$ cat src/rtl/balance_pkg.sv
// Shared widths, limits and saturation helper for the balance controller.
// Imported by the PID stage and its derivative queue.
package balance_pkg;

    localparam int ERR_W        = 10;
    localparam int INT_W        = 18;
    localparam int SPD_W        = 12;
    localparam int DSAT_W       = 7;
    localparam int TOO_FAST_LIM = 1536;

    typedef logic signed [SPD_W-1:0] spd_t;

    function automatic logic signed [31:0] sat_signed(
        input logic signed [31:0] value,
        input int                 width
    );
        logic signed [31:0] hi;
        logic signed [31:0] lo;
        hi = (32'sd1 <<< (width - 1)) - 32'sd1;
        lo = -hi - 32'sd1;
        if (value > hi) return hi;
        if (value < lo) return lo;
        return value;
    endfunction

endpackage

$ cat src/rtl/pid_dterm_q.sv
// Derivative term: history of past errors, saturated difference
// against the oldest entry, scaled by the derivative gain.
module pid_dterm_q
    import balance_pkg::*;
#(
    parameter int D_COEFF = 6,
    parameter int D_DEPTH = 2
) (
    input  logic                    clk,
    input  logic                    rst,
    input  logic                    en,
    input  logic signed [ERR_W-1:0] err,
    output spd_t                    dterm
);

    logic signed [ERR_W-1:0] q [D_DEPTH];
    logic signed [31:0]      diff;
    logic signed [DSAT_W-1:0] dsat;

    always_ff @(posedge clk) begin
        if (rst) begin
            for (int i = 0; i < D_DEPTH; i++) q[i] <= '0;
        end else if (en) begin
            q[0] <= err;
            for (int i = 1; i < D_DEPTH; i++) q[i] <= q[i-1];
        end
    end

    always_comb begin
        diff  = 32'(err) - 32'(q[D_DEPTH-1]);
        dsat  = DSAT_W'(sat_signed(diff, DSAT_W));
        dterm = SPD_W'(32'(dsat) * D_COEFF);
    end

endmodule

$ cat src/rtl/ptch_pid_ctrl.sv
// Balance PID stage: pitch in, saturated left/right wheel speeds out.
// Two-stage pipeline, one sample per vld, no backpressure.
module ptch_pid_ctrl
    import balance_pkg::*;
#(
    parameter int P_COEFF  = 14,
    parameter int D_COEFF  = 6,
    parameter int D_DEPTH  = 2,
    parameter int FAST_SIM = 0
) (
    input  logic               clk,
    input  logic               rst,
    input  logic               vld,
    input  logic signed [15:0] ptch,
    input  logic               rider_off,
    input  logic               en_steer,
    input  logic signed [11:0] ld_cell_diff,
    output spd_t               lft_spd,
    output spd_t               rght_spd,
    output logic               spd_vld,
    output logic               too_fast
);

    logic signed [ERR_W-1:0] s1_err;
    logic                    s1_vld;
    logic signed [INT_W-1:0] integrator;

    spd_t               d_term;
    spd_t               i_term;
    logic signed [15:0] p_term;
    logic signed [15:0] pid;
    logic signed [15:0] steer;
    logic signed [15:0] lsum;
    logic signed [15:0] rsum;
    logic signed [INT_W-1:0] int_sum;
    logic               int_ovf;
    spd_t               lft_nxt;
    spd_t               rght_nxt;
    logic               fast_nxt;

    pid_dterm_q #(
        .D_COEFF (D_COEFF),
        .D_DEPTH (D_DEPTH)
    ) u_dterm (
        .clk   (clk),
        .rst   (rst),
        .en    (s1_vld),
        .err   (s1_err),
        .dterm (d_term)
    );

    always_comb begin
        p_term = 16'(32'(s1_err) * P_COEFF);
        i_term = (FAST_SIM != 0)
               ? SPD_W'(sat_signed(32'(integrator) >>> 1, SPD_W))
               : $signed(integrator[INT_W-1:INT_W-SPD_W]);
        pid    = p_term + 16'(i_term) + 16'(d_term);
        steer  = en_steer ? 16'(ld_cell_diff >>> 3) : 16'sd0;
        lsum   = pid + steer;
        rsum   = pid - steer;
        lft_nxt  = SPD_W'(sat_signed(32'(lsum), SPD_W));
        rght_nxt = SPD_W'(sat_signed(32'(rsum), SPD_W));
        fast_nxt = (32'(lsum) > TOO_FAST_LIM) || (32'(rsum) > TOO_FAST_LIM);
        // Same-sign operands giving an opposite-sign sum means wrap: hold instead
        int_sum = integrator + INT_W'(s1_err);
        int_ovf = (integrator[INT_W-1] == s1_err[ERR_W-1]) &&
                  (int_sum[INT_W-1] != integrator[INT_W-1]);
    end

    always_ff @(posedge clk) begin
        if (rst) begin
            s1_err     <= '0;
            s1_vld     <= 1'b0;
            integrator <= '0;
            lft_spd    <= '0;
            rght_spd   <= '0;
            spd_vld    <= 1'b0;
            too_fast   <= 1'b0;
        end else begin
            s1_vld  <= vld;
            spd_vld <= s1_vld;
            if (vld) s1_err <= ERR_W'(sat_signed(32'(ptch), ERR_W));
            if (rider_off) integrator <= '0;
            else if (s1_vld && !int_ovf) integrator <= int_sum;
            if (s1_vld) begin
                if (rider_off) begin
                    lft_spd  <= '0;
                    rght_spd <= '0;
                    too_fast <= 1'b0;
                end else begin
                    lft_spd  <= lft_nxt;
                    rght_spd <= rght_nxt;
                    too_fast <= fast_nxt;
                end
            end
        end
    end

endmodule

$ cat config.mk
export PLATFORM = sky130hd
export DESIGN_NAME = ptch_pid_ctrl
export DESIGN_NICKNAME = d
export VERILOG_FILES = /design/src/rtl/balance_pkg.sv /design/src/rtl/pid_dterm_q.sv /design/src/rtl/ptch_pid_ctrl.sv
export SDC_FILE = /design/constraint.sdc
export NUM_CORES = 1
export LEC_CHECK = 0
export ABC_AREA = 1
export CAP_MARGIN = 20
export CORE_MARGIN = 4
export CORE_UTILIZATION = 45
export DETAILED_ROUTE_END_ITERATION = 7
export GPL_TIMING_DRIVEN = 0
export SLEW_MARGIN = 25
export SYNTH_ARGS = -nofsm -noshare
export SYNTH_HDL_FRONTEND = slang
export SYNTH_SLANG_ARGS = --single-unit
export TNS_END_PERCENT = 100
$ cat constraint.sdc
create_clock -name clk -period 9.7 [get_ports clk]
set_clock_uncertainty 0.2 [all_clocks]
set_input_delay 1.94 -clock clk [delete_from_list [all_inputs] [get_ports clk]]
set_output_delay 1.94 -clock clk [all_outputs]
set_load 0.02 [all_outputs]
After elaboration in Yosys (flattened, before gate mapping)
Memories as Yosys holds them, arrays and structs flattened.
Cells that the tools add are included.
{ "word_totals": {"output_inout_bits": 26, "mem_count": 1, "mem_bits_rw": 20, "ff_bits": 55, "elab_cells": 78} }
{ "memory_table": {"columns": ["memory", "words", "width", "read_ports", "rd_ports_with_merged_regs", "write_ports", "line_no", "rtl"], "rows": [
  ["u_dterm.q", 2, 10, 2, 0, 2, "pid_dterm_q.sv:16", "logic signed [ERR_W-1:0] q [D_DEPTH];"]
]} }
{ "classes": {"n_reduce_logical": 5, "n_bitwise": 2, "n_lt_le_gt_ge": 10, "n_addsub": 6, "n_mul": 2, "n_eq_ne": 2, "mux": 43} }
{ "ops": {"columns": ["op", "count"], "rows": [
  ["12-bit 2-to-1 mux", 10],
  ["16-bit by 12-bit greater-than comparator with 1-bit output (second input constant)", 4],
  ["10-bit 2-to-1 mux", 6],
  ["16-bit by 12-bit less-than comparator with 1-bit output (second input constant)", 2],
  ["7-bit 2-to-1 mux", 4],
  ["1-bit 2-to-1 mux", 22],
  ["18-bit by 10-bit adder with 18-bit output", 1],
  ["15-bit by 12-bit adder with 16-bit output", 1],
  ["16-bit by 11-bit adder with 16-bit output", 1],
  ["16-bit adder", 1],
  ["16-bit by 10-bit greater-than comparator with 1-bit output (second input constant)", 1],
  ["16-bit by 10-bit less-than comparator with 1-bit output (second input constant)", 1],
  ["16-bit 2-to-1 mux", 1],
  ["16-bit subtractor", 1],
  ["10-bit by 4-bit multiplier with 14-bit output (second input constant)", 1],
  ["11-bit by 7-bit greater-than comparator with 1-bit output (second input constant)", 1],
  ["11-bit by 7-bit less-than comparator with 1-bit output (second input constant)", 1],
  ["10-bit by 10-bit subtractor with 11-bit output", 1],
  ["7-bit by 3-bit multiplier with 10-bit output (second input constant)", 1],
  ["1-bit logical AND", 2],
  ["1-bit OR", 2],
  ["2-bit OR reduction", 1],
  ["1-bit equality test", 1],
  ["1-bit zero test", 1],
  ["2 further kinds", 2]
]} }

Longest topological paths before layout
Gate-level depths: netlist of the first run.
An unclocked memory read counts as a cell.
{ "logic_depth": {"depth_word": 16, "depth_mapped": 53, "ltp_nobuf": 52} }

Hierarchy
Synthesis of the first run repeated with hierarchy kept, for this count alone.
{ "unflattened": {"cells_unflattened": 1284, "area_unflattened_um2": 8649.5} }
{ "modules_own_cells": {"columns": ["mod", "instances", "cells_each", "seq_area_each_um2", "area_per_inst_um2"], "rows": [
  ["ptch_pid_ctrl", 1, 1056, 1101.1, 6874.1],
  ["pid_dterm_q", 1, 228, 600.6, 1775.5]
]} }

Worst setup path before layout of the first run
Ideal clock, no wire load.
{ "synth_path": {"path_kind": "register to register", "startpoint": "reg s1_err[0]", "endpoint": "reg lft_spd[5]", "path_stages_with_launch": 44, "t_required_ns": 9.383, "n_path_buf": 1, "arrival_ns": 6.791, "slack_ns": 2.592, "path_cell_list": "dfxtp_1 inv_1 ha_1 inv_1 fa_1 nand3_1 nand3_1 nand2_1 o211ai_1 nand2_1 nand4_1 o21ai_1 o21bai_2 nand2_1 ha_1 ha_1 nand3_1 nand2_1 [... 8 more ...] a21oi_1 o21bai_1 xor2_1 ha_1 buf_2 inv_1 a21oi_1 nand2_1 a21oi_2 nand2_1 nand2_1 nand2_2 nor2_4 nand2_4 nand3_4 nand2_2 inv_2 o21ai_2"} }
{ "synth_between": {"elab_chain_len": 15, "word_cells_on_any_way": 23} }
{ "synth_rtl": {"columns": ["element", "line_no", "rtl"], "rows": [
  ["start, declared", "ptch_pid_ctrl.sv:24", "logic signed [ERR_W-1:0] s1_err;"],
  ["start signal, assigned", "ptch_pid_ctrl.sv:82", "if (vld) s1_err <= ERR_W'(sat_signed(32'(ptch), ERR_W));"],
  ["10-bit by 10-bit subtractor with 11-bit output", "pid_dterm_q.sv:30", "diff = 32'(err) - 32'(q[D_DEPTH-1]);"],
  ["11-bit by 7-bit less-than comparator with 1-bit output", "balance_pkg.sv:22", "if (value < lo) return lo;"],
  ["1-bit 2-to-1 mux (2 in a row)", "balance_pkg.sv:22", null],
  ["7-bit 2-to-1 mux", "balance_pkg.sv:23", "return value;"],
  ["7-bit 2-to-1 mux", "balance_pkg.sv:22", null],
  ["7-bit by 3-bit multiplier with 10-bit output", "pid_dterm_q.sv:32", "dterm = SPD_W'(32'(dsat) * D_COEFF);"],
  ["16-bit by 11-bit adder with 16-bit output (*)", "ptch_pid_ctrl.sv:57", "pid = p_term + 16'(i_term) + 16'(d_term);"],
  ["16-bit adder (*)", "ptch_pid_ctrl.sv:59", "lsum = pid + steer;"],
  ["16-bit by 12-bit less-than comparator with 1-bit output", "balance_pkg.sv:22", null],
  ["1-bit 2-to-1 mux (2 in a row)", "balance_pkg.sv:22", null],
  ["12-bit 2-to-1 mux", "balance_pkg.sv:23", null],
  ["12-bit 2-to-1 mux (*)", "balance_pkg.sv:22", null],
  ["12-bit 2-to-1 mux (*)", "ptch_pid_ctrl.sv:86", "if (rider_off) begin"],
  ["end signal, assigned", "ptch_pid_ctrl.sv:91", "lft_spd <= lft_nxt;"],
  ["end, declared", "ptch_pid_ctrl.sv:18", "output spd_t lft_spd,"]
]} }
Mark *: on every way between the ends. The rest lies on a longest branch, timed or not. The select of a mux whose other input is x is not followed.
A chain may end at the register's enable or synchronous reset.

Worst setup path in the final report of the first run
{ "layout_path": {"startpoint": "reg s1_err[0]", "endpoint": "reg too_fast"} }
{ "layout_between": {"elab_chain_len": 12, "word_cells_on_any_way": 19} }
{ "layout_rtl": {"columns": ["element", "line_no", "rtl"], "rows": [
  ["10-bit by 10-bit subtractor with 11-bit output", "pid_dterm_q.sv:30", null],
  ["11-bit by 7-bit less-than comparator with 1-bit output", "balance_pkg.sv:22", null],
  ["1-bit 2-to-1 mux (2 in a row)", "balance_pkg.sv:22", null],
  ["7-bit 2-to-1 mux", "balance_pkg.sv:23", null],
  ["7-bit 2-to-1 mux", "balance_pkg.sv:22", null],
  ["7-bit by 3-bit multiplier with 10-bit output", "pid_dterm_q.sv:32", null],
  ["16-bit by 11-bit adder with 16-bit output (*)", "ptch_pid_ctrl.sv:57", null],
  ["16-bit adder or 16-bit subtractor (tied branches)", "ptch_pid_ctrl.sv:59, ptch_pid_ctrl.sv:60", null],
  ["16-bit by 12-bit greater-than comparator with 1-bit output", "ptch_pid_ctrl.sv:63", "fast_nxt = (32'(lsum) > TOO_FAST_LIM) || (32'(rsum) > TOO_FAST_LIM);"],
  ["1-bit logical OR (*)", "ptch_pid_ctrl.sv:63", null],
  ["1-bit 2-to-1 mux (*)", "ptch_pid_ctrl.sv:86", null],
  ["end signal, assigned", "ptch_pid_ctrl.sv:93", "too_fast <= fast_nxt;"],
  ["end, declared", "ptch_pid_ctrl.sv:21", "output logic too_fast"]
]} }
Marks and branches as above.

==> results.sh, run 1 <==
export IMPL_via_per_inst=4.94
export IMPL_startpoint="s1_err[0]"
export IMPL_startpoint_type="register"
export IMPL_clk_latency_ns=0.35
export IMPL_crit_family="adder cells"
export IMPL_antenna_found_initial=0
export IMPL_slowest_delay_ns=0.73
export IMPL_first_pass_iters=5
export IMPL_overflow=0
export IMPL_yosysWarnings=0
export IMPL_ys_ff_latch=75
export IMPL_numCtsBuffers=9
export IMPL_synthesis_nets=1408
export IMPL_status="finished clean"
export IMPL_cts_tree="yes"
export IMPL_min_period_ns=8.41
export IMPL_totalWireLength_um=22500
export IMPL_max_slew_margin_pct=40.9
export IMPL_io_pins=59
export IMPL_cap_violations=0
export IMPL_clockBufferDepth=2
export IMPL_fp_dieW_um=147
export IMPL_async_flop_share_pct=0
export IMPL_dr_first_iter_drc_count=327
export IMPL_grt_start_max_net_pins=21
export IMPL_htreeDepth=3
export IMPL_rsz0062_at_grt="false"
export IMPL_drcViolationCount=0
export IMPL_gp_congestion=0.888
export IMPL_mostFrequentLayoutCells="298 x nand2_1, 225 x inv_1, 102 x ha_1"
export IMPL_initial_utilization_pct=45.9
export IMPL_grt_pass1_vias=7512
export IMPL_setup_viol=0
export IMPL_clock_fmax_mhz=119
export IMPL_clkSinkCount=75
export IMPL_required_ns=9.74
export IMPL_synthCells=1245
export IMPL_min_path_type="reg2reg"
export IMPL_diodes=0
export IMPL_grt_usage_pct=21.2
export IMPL_drt_wirelength_per_cell_um=14.3
export IMPL_hpwl_um=18800
export IMPL_crit_top_cell="nand2_1"
export IMPL_post_route_period_util_pct=86.7
export IMPL_final_common_cell="nand2_1"
export IMPL_whs_ns=0.252
export IMPL_ys_seq_area_share_pct=19.7
export IMPL_clkTransAtPathRegs_ns=0.07
export IMPL_worstMarginPinSlew_ns=0.880
export IMPL_cts_setup_buffers=0
export IMPL_vias=7773
export IMPL_rows=50
export IMPL_synth_edf_count=20
export IMPL_drt_antenna_violating_nets=0
export IMPL_r2r_start="s1_err[0]"
export IMPL_die_y_um=147
export IMPL_fin_tns_setup_ns=0
export IMPL_postCtsHoldBufs=0
export IMPL_synth_cell_type_count=47
export IMPL_drive_gt1_share_pct=9.13
export IMPL_syn_area_per_cell_sq_um=6.95
export IMPL_slew_violations=0
export IMPL_portBuffers=54
export IMPL_arrival_ns=8.45
export IMPL_cp_end_kind="register"
export IMPL_critical_path_buf_inv_count=3
export IMPL_grt_pass1_wl_um=36900
export IMPL_design_die_area_sq_mm=0.0215
export IMPL_path_class="reg2reg"
export IMPL_ctsResizeCount=0
export IMPL_hold_path_startpoint="too_fast"
export IMPL_synthFlopType="dfxtp_1"
export IMPL_worstPathMaxFanout=9
export IMPL_timing_hold_violations_final=0
export IMPL_syn_cell_area_sq_mm=0.00865
export IMPL_cts_root_buf="clkbuf_16"
export IMPL_area_growth_syn_to_layout_pct=13.4
export IMPL_core_area_sq_mm=0.0188
export IMPL_layout_nets=1473
export IMPL_crit_slowest_cell="xnor2_1"
[kinds of logic after synthesis]
logic type / Yosys count / synth area share [%]
flops: 75 / 19.7
buf+inv: 263 / 12.6
compound gates: 191 / 12.9
fa+ha+maj: 130 / 21.2
xor+xnor: 50 / 5.06
simple gates: 536 / 28.6
[layout make-up]
| class | instances | area [sq um] |
|---|---|---|
| Timing Repair Buffer | 54 | 541 |
| Buffer | 25 | 190 |
| Sequential cell | 75 | 1700 |
| Clock inverter | 7 | 65.1 |
| Multi-Input combinational cell | 907 | 5860 |
| Tap cell | 260 | 325 |
| Fill cell | 1976 | 9020 |
| Inverter | 238 | 896 |
| Clock buffer | 9 | 225 |
[stage by stage]
stage	setup WS (ns)	instances	cell area, sq um	utilization, %
global route	0.414	1575	9810	52.1
floorplan	2.59	1245	8650	-
global placement	1.30	1559	9520	50.5
detailed placement	1.26	1559	9520	50.5
CTS	1.21	1575	9810	52.1
finish	1.29	1575	9810	52.1
[path summary, 6_finish.rpt]
kind,endpoint,slack [ns],cells after the start
setup / recovery,too_fast,1.29,40
hold / removal,too_fast,0.25,2
setup reg to reg,too_fast,1.29,40
hold reg to reg,too_fast,0.25,2
[Yosys cell counts, types with 7 or more instances]
library cell | count | area share [%]
o21ai_1 | 23 | 1.3
inv_1 | 225 | 9.8
dfxtp_1 | 55 | 13
nand3_1 | 79 | 4.6
o21ai_0 | 33 | 1.9
fa_1 | 28 | 6.5
nor2_1 | 69 | 3.0
a21oi_2 | 10 | 1.0
nor2_2 | 11 | 0.80
ha_1 | 102 | 15
o21bai_1 | 9 | 0.78
clkbuf_1 | 7 | 0.30
edfxtp_1 | 20 | 6.9
inv_2 | 12 | 0.52
nand2_1 | 298 | 13
buf_6 | 11 | 1.4
nor3_1 | 7 | 0.40
a21oi_1 | 92 | 5.3
xor2_1 | 35 | 3.5
nand2_2 | 15 | 1.1
xnor2_1 | 15 | 1.5
nand4_1 | 23 | 1.7
nand3_2 | 9 | 1.0
[registers in the layout, indices dropped and copies added, names as in the netlist]
signal,cells
integrator,18
lft_spd,12
rght_spd,12
s1_err,10
s1_vld,1
spd_vld,1
too_fast,1
u_dterm.q,20
[worst min-delay path: cells and delay by family, from the launching register on]
family           cells  cell delay (ns)
AND/OR/NAND/NOR      2             0.10
flip-flops           1             0.31
[per-layer routing]
metal | vias to the layer above | track usage (%) | routed length (um)
met2 | 130 | 39.4 | 11500
met3 | 27 | 2.89 | 669
met5 | - | 0 | 0
li1 | 4104 | - | -
met4 | 0 | 5.27 | 482
met1 | 3512 | 25.6 | 9760
Power of run 1 is left out: the tool's default activity adds up to more than one toggle a clock period on the data nets, which glitch-free logic cannot reach.
==> inputs of run 2 (changes only) <==
RECOVER_POWER = 100   (was unset)
TNS_END_PERCENT = 20   (was 100)
==> results.sh, run 2 (synthesis gave the netlist of run 1 again) <==
export IMPL_status="finished clean"
export IMPL_first_pass_iters=6
export IMPL_required_ns=9.74
export IMPL_gp_congestion=0.888
export IMPL_min_path_type="reg2reg"
export IMPL_numCtsBuffers=9
export IMPL_layout_nets=1473
export IMPL_arrival_ns=8.69
export IMPL_portBuffers=54
export IMPL_hpwl_um=18800
export IMPL_io_pins=59
export IMPL_cts_tree="yes"
export IMPL_cts_setup_buffers=0
export IMPL_fillerInstances=1980
export IMPL_cp_end_kind="register"
export IMPL_crit_top_cell="nand2_1"
export IMPL_finish_utilization_pct=52.0
export IMPL_dr_first_iter_drc_count=321
export IMPL_slew_violations=0
export IMPL_rows=50
export IMPL_grt_start_max_net_pins=21
export IMPL_min_period_ns=8.65
export IMPL_clk_latency_ns=0.35
export IMPL_crit_slowest_cell="xnor2_1"
export IMPL_die_y_um=147
export IMPL_setup_viol=0
export IMPL_fp_dieW_um=147
export IMPL_grt_pass1_wl_um=36900
export IMPL_drive_gt1_share_pct=8.75
export IMPL_regArea_sq_mm=0.00170
export IMPL_ctsResizeCount=0
export IMPL_top_regs="u_dterm.q: 20 flops, integrator: 18 flops"
export IMPL_worstMarginPinSlew_ns=0.913
export IMPL_core_area_sq_mm=0.0188
export IMPL_overflow=0
export IMPL_path_class="reg2reg"
export IMPL_diodes=0
export IMPL_cts_root_buf="clkbuf_16"
export IMPL_clock_fmax_mhz=116
export IMPL_drcViolationCount=0
export IMPL_timing_hold_violations_final=0
export IMPL_htreeDepth=3
export IMPL_drt_wirelength_per_cell_um=14.3
export IMPL_design_die_area_sq_mm=0.0215
export IMPL_area_growth_syn_to_layout_pct=13.1
export IMPL_hold_path_cell_count=2
export IMPL_multiInputGateArea_sq_mm=0.00584
export IMPL_largest_register="u_dterm.q"
export IMPL_reg2reg_depth=40
export IMPL_mostFrequentLayoutCells="299 x nand2_1, 225 x inv_1, 102 x ha_1"
export IMPL_antenna_found_initial=0
export IMPL_slowest_delay_ns=0.75
export IMPL_clkTransAtPathRegs_ns=0.07
export IMPL_drt_antenna_violating_nets=0
export IMPL_grt_pass1_vias=7512
export IMPL_grt_usage_pct=21.2
export IMPL_vias=7744
export IMPL_clockBufferDepth=2
export IMPL_startpoint_type="register"
export IMPL_initial_utilization_pct=45.9
export IMPL_max_slew_margin_pct=38.7
export IMPL_postCtsHoldBufs=0
export IMPL_clkSinkCount=75
export IMPL_totalWireLength_um=22500
export IMPL_final_common_cell="nand2_1"
export IMPL_via_per_inst=4.92
export IMPL_worstPathMaxFanout=9
export IMPL_cap_violations=0
export IMPL_largest_reg_flops=20
export IMPL_rsz0062_at_grt="false"
export IMPL_fin_tns_setup_ns=0
export IMPL_post_route_period_util_pct=89.2
## run 2: changes by cell type in the layout (fill, tap and decap cells not counted), sizes merged
cell           delta
clkdlybuf4s50    -28
buf               -1
dlygate4sd3      +28
clkbuf            +1
## run 2: worst paths after layout
kind                   from  endpoint  slack [ns]
setup / recovery  s1_err[0]  too_fast        1.05
hold / removal     too_fast  too_fast        0.25
setup reg to reg  s1_err[0]  too_fast        1.05
hold reg to reg    too_fast  too_fast        0.25
## run 2: per-layer routing
layer  part of all wire (%)  global-route usage [%]  up-vias
met4                    2.2                    5.27        0
met3                    2.9                    2.89       30
met1                     43                    25.6     3489
met2                     52                    39.4      125
li1                       -                       -     4100
met5                      0                       0        -
## run 2: final cells by class
class / count / share of cell area [%]
Multi-Input combinational cell: 907 / 59.7
Sequential cell: 75 / 17.4
Inverter: 238 / 9.15
Timing Repair Buffer: 54 / 5.52
Tap cell: 260 / 3.32
Clock buffer: 9 / 2.30
Buffer: 25 / 1.93
Clock inverter: 7 / 0.665
## run 2: critical path: cells and delay by family (launching register included)
kind / cells / cell delay, ns
flops: 1 / 0.41
buf+inv: 3 / 0.44
compound gates: 13 / 2.44
fa+ha+maj: 7 / 2.47
xor+xnor: 2 / 0.97
simple gates: 15 / 1.58
## run 2: per-stage QoR
step,worst slack (ns),std cells,hold slack [ns],instance area [sq um]
final,1.05,1575,0.248,9790
after detailed placement,1.26,1559,0.240,9520
after global placement,1.30,1559,0.238,9520
after global routing,0.207,1575,0.275,9790
after CTS,1.21,1575,0.255,9810
after floorplan,2.59,1245,0.227,8650
Power of run 2 is left out for the same reason.
==> inputs of run 3 (changes only) <==
CORE_MARGIN = 8   (was 4)
==> results.sh, run 3 (synthesis gave the netlist of run 1 again) <==
export IMPL_status="finished clean"
export IMPL_cts_setup_buffers=0
export IMPL_reg2reg_depth=44
export IMPL_htreeDepth=3
export IMPL_numCtsBuffers=9
export IMPL_vias=7781
export IMPL_place_area_sq_mm=0.00948
export IMPL_required_ns=9.73
export IMPL_grt_usage_pct=19.1
export IMPL_min_period_ns=8.57
export IMPL_rows=50
export IMPL_diodes=0
export IMPL_startpoint_type="register"
export IMPL_cap_violations=0
export IMPL_min_path_type="reg2reg"
export IMPL_gp_congestion=0.913
export IMPL_final_cell_area_sq_mm=0.00976
export IMPL_clkSinkCount=75
export IMPL_worstMarginPinSlew_ns=0.917
export IMPL_crit_top_cell="nand2_1"
export IMPL_drive_gt1_share_pct=8.59
export IMPL_die_y_um=155
export IMPL_portBuffers=54
export IMPL_dr_first_iter_drc_count=299
export IMPL_drt_wirelength_per_cell_um=14.4
export IMPL_postCtsHoldBufs=0
export IMPL_cts_tree="yes"
export IMPL_overflow=0
export IMPL_hold_path_cell_count=2
export IMPL_first_pass_iters=6
export IMPL_clockBufferDepth=2
export IMPL_drcViolationCount=0
export IMPL_design_die_area_sq_mm=0.0239
export IMPL_rsz0062_at_grt="false"
export IMPL_setup_viol=0
export IMPL_io_pins=59
export IMPL_top_regs="u_dterm.q: 20 flops, integrator: 18 flops"
export IMPL_crit_slowest_cell="xnor2_1"
export IMPL_hpwl_um=18900
export IMPL_cp_end_kind="register"
export IMPL_arrival_ns=8.61
export IMPL_fin_tns_setup_ns=0
export IMPL_ctsResizeCount=0
export IMPL_drt_antenna_violating_nets=0
export IMPL_finish_utilization_pct=52.0
export IMPL_via_per_inst=5.02
export IMPL_slew_violations=0
export IMPL_timing_hold_violations_final=0
export IMPL_layout_nets=1473
export IMPL_cts_root_buf="clkbuf_16"
export IMPL_antenna_found_initial=0
export IMPL_mostFrequentLayoutCells="301 x nand2_1, 225 x inv_1, 102 x ha_1"
export IMPL_slowest_delay_ns=0.75
export IMPL_final_common_cell="nand2_1"
export IMPL_grt_pass1_wl_um=36800
export IMPL_largest_register="u_dterm.q"
export IMPL_largest_reg_flops=20
export IMPL_clkTransAtPathRegs_ns=0.07
export IMPL_clk_latency_ns=0.35
export IMPL_worstPathMaxFanout=9
export IMPL_path_class="reg2reg"
export IMPL_clock_fmax_mhz=117
export IMPL_area_growth_syn_to_layout_pct=12.8
export IMPL_grt_pass1_vias=7682
export IMPL_fp_dieW_um=155
export IMPL_core_area_sq_mm=0.0188
export IMPL_totalWireLength_um=22200
export IMPL_initial_utilization_pct=46.1
export IMPL_fillerInstances=1944
export IMPL_grt_start_max_net_pins=21
export IMPL_max_slew_margin_pct=38.4
export IMPL_post_route_period_util_pct=88.4
run 3: critical path, delay by kind of cell, from the launching register on:
family	cells	cell delay, ns
adders and majority gates	7	2.47
and+or+nand+nor	19	2.11
AOI/OAI and AO/OA	11	1.67
xor gates and xnor gates	2	0.92
buffers and inverters	5	0.65
DFF	1	0.39
run 3: routing by layer:
layer  share of wire [%]  GRT usage (%)
met4                 3.2           7.42
met1                  42           20.6
met5                   0              0
met2                  52           36.3
met3                 3.1           3.40
run 3: final timing paths:
kind / slack, ns / endpoint / start
worst max-delay path: 1.13 / lft_spd[5] / s1_err[0]
worst min-delay path: 0.25 / rght_spd[1] / rght_spd[1]
worst max register to register: 1.13 / lft_spd[5] / s1_err[0]
worst min register to register: 0.25 / rght_spd[1] / rght_spd[1]
run 3: layout make-up:
type / count / area [sq um] / area share, %
Inverter: 238 / 896 / 9.18
Timing Repair Buffer: 54 / 541 / 5.54
Clock buffer: 9 / 225 / 2.31
Multi-Input combinational cell: 907 / 5840 / 59.9
Buffer: 25 / 189 / 1.94
Sequential cell: 75 / 1700 / 17.4
Tap cell: 234 / 293 / 3.00
Clock inverter: 7 / 70.1 / 0.718
run 3: stage by stage:
stage / hold WS [ns] / instances / worst slack (ns)
finish: 0.247 / 1549 / 1.13
global route: 0.266 / 1549 / 0.254
CTS: 0.254 / 1549 / 1.20
detailed placement: 0.239 / 1533 / 1.27
global placement: 0.239 / 1533 / 1.32
floorplan: 0.227 / 1245 / 2.59
Power of run 3 is left out for the same reason.
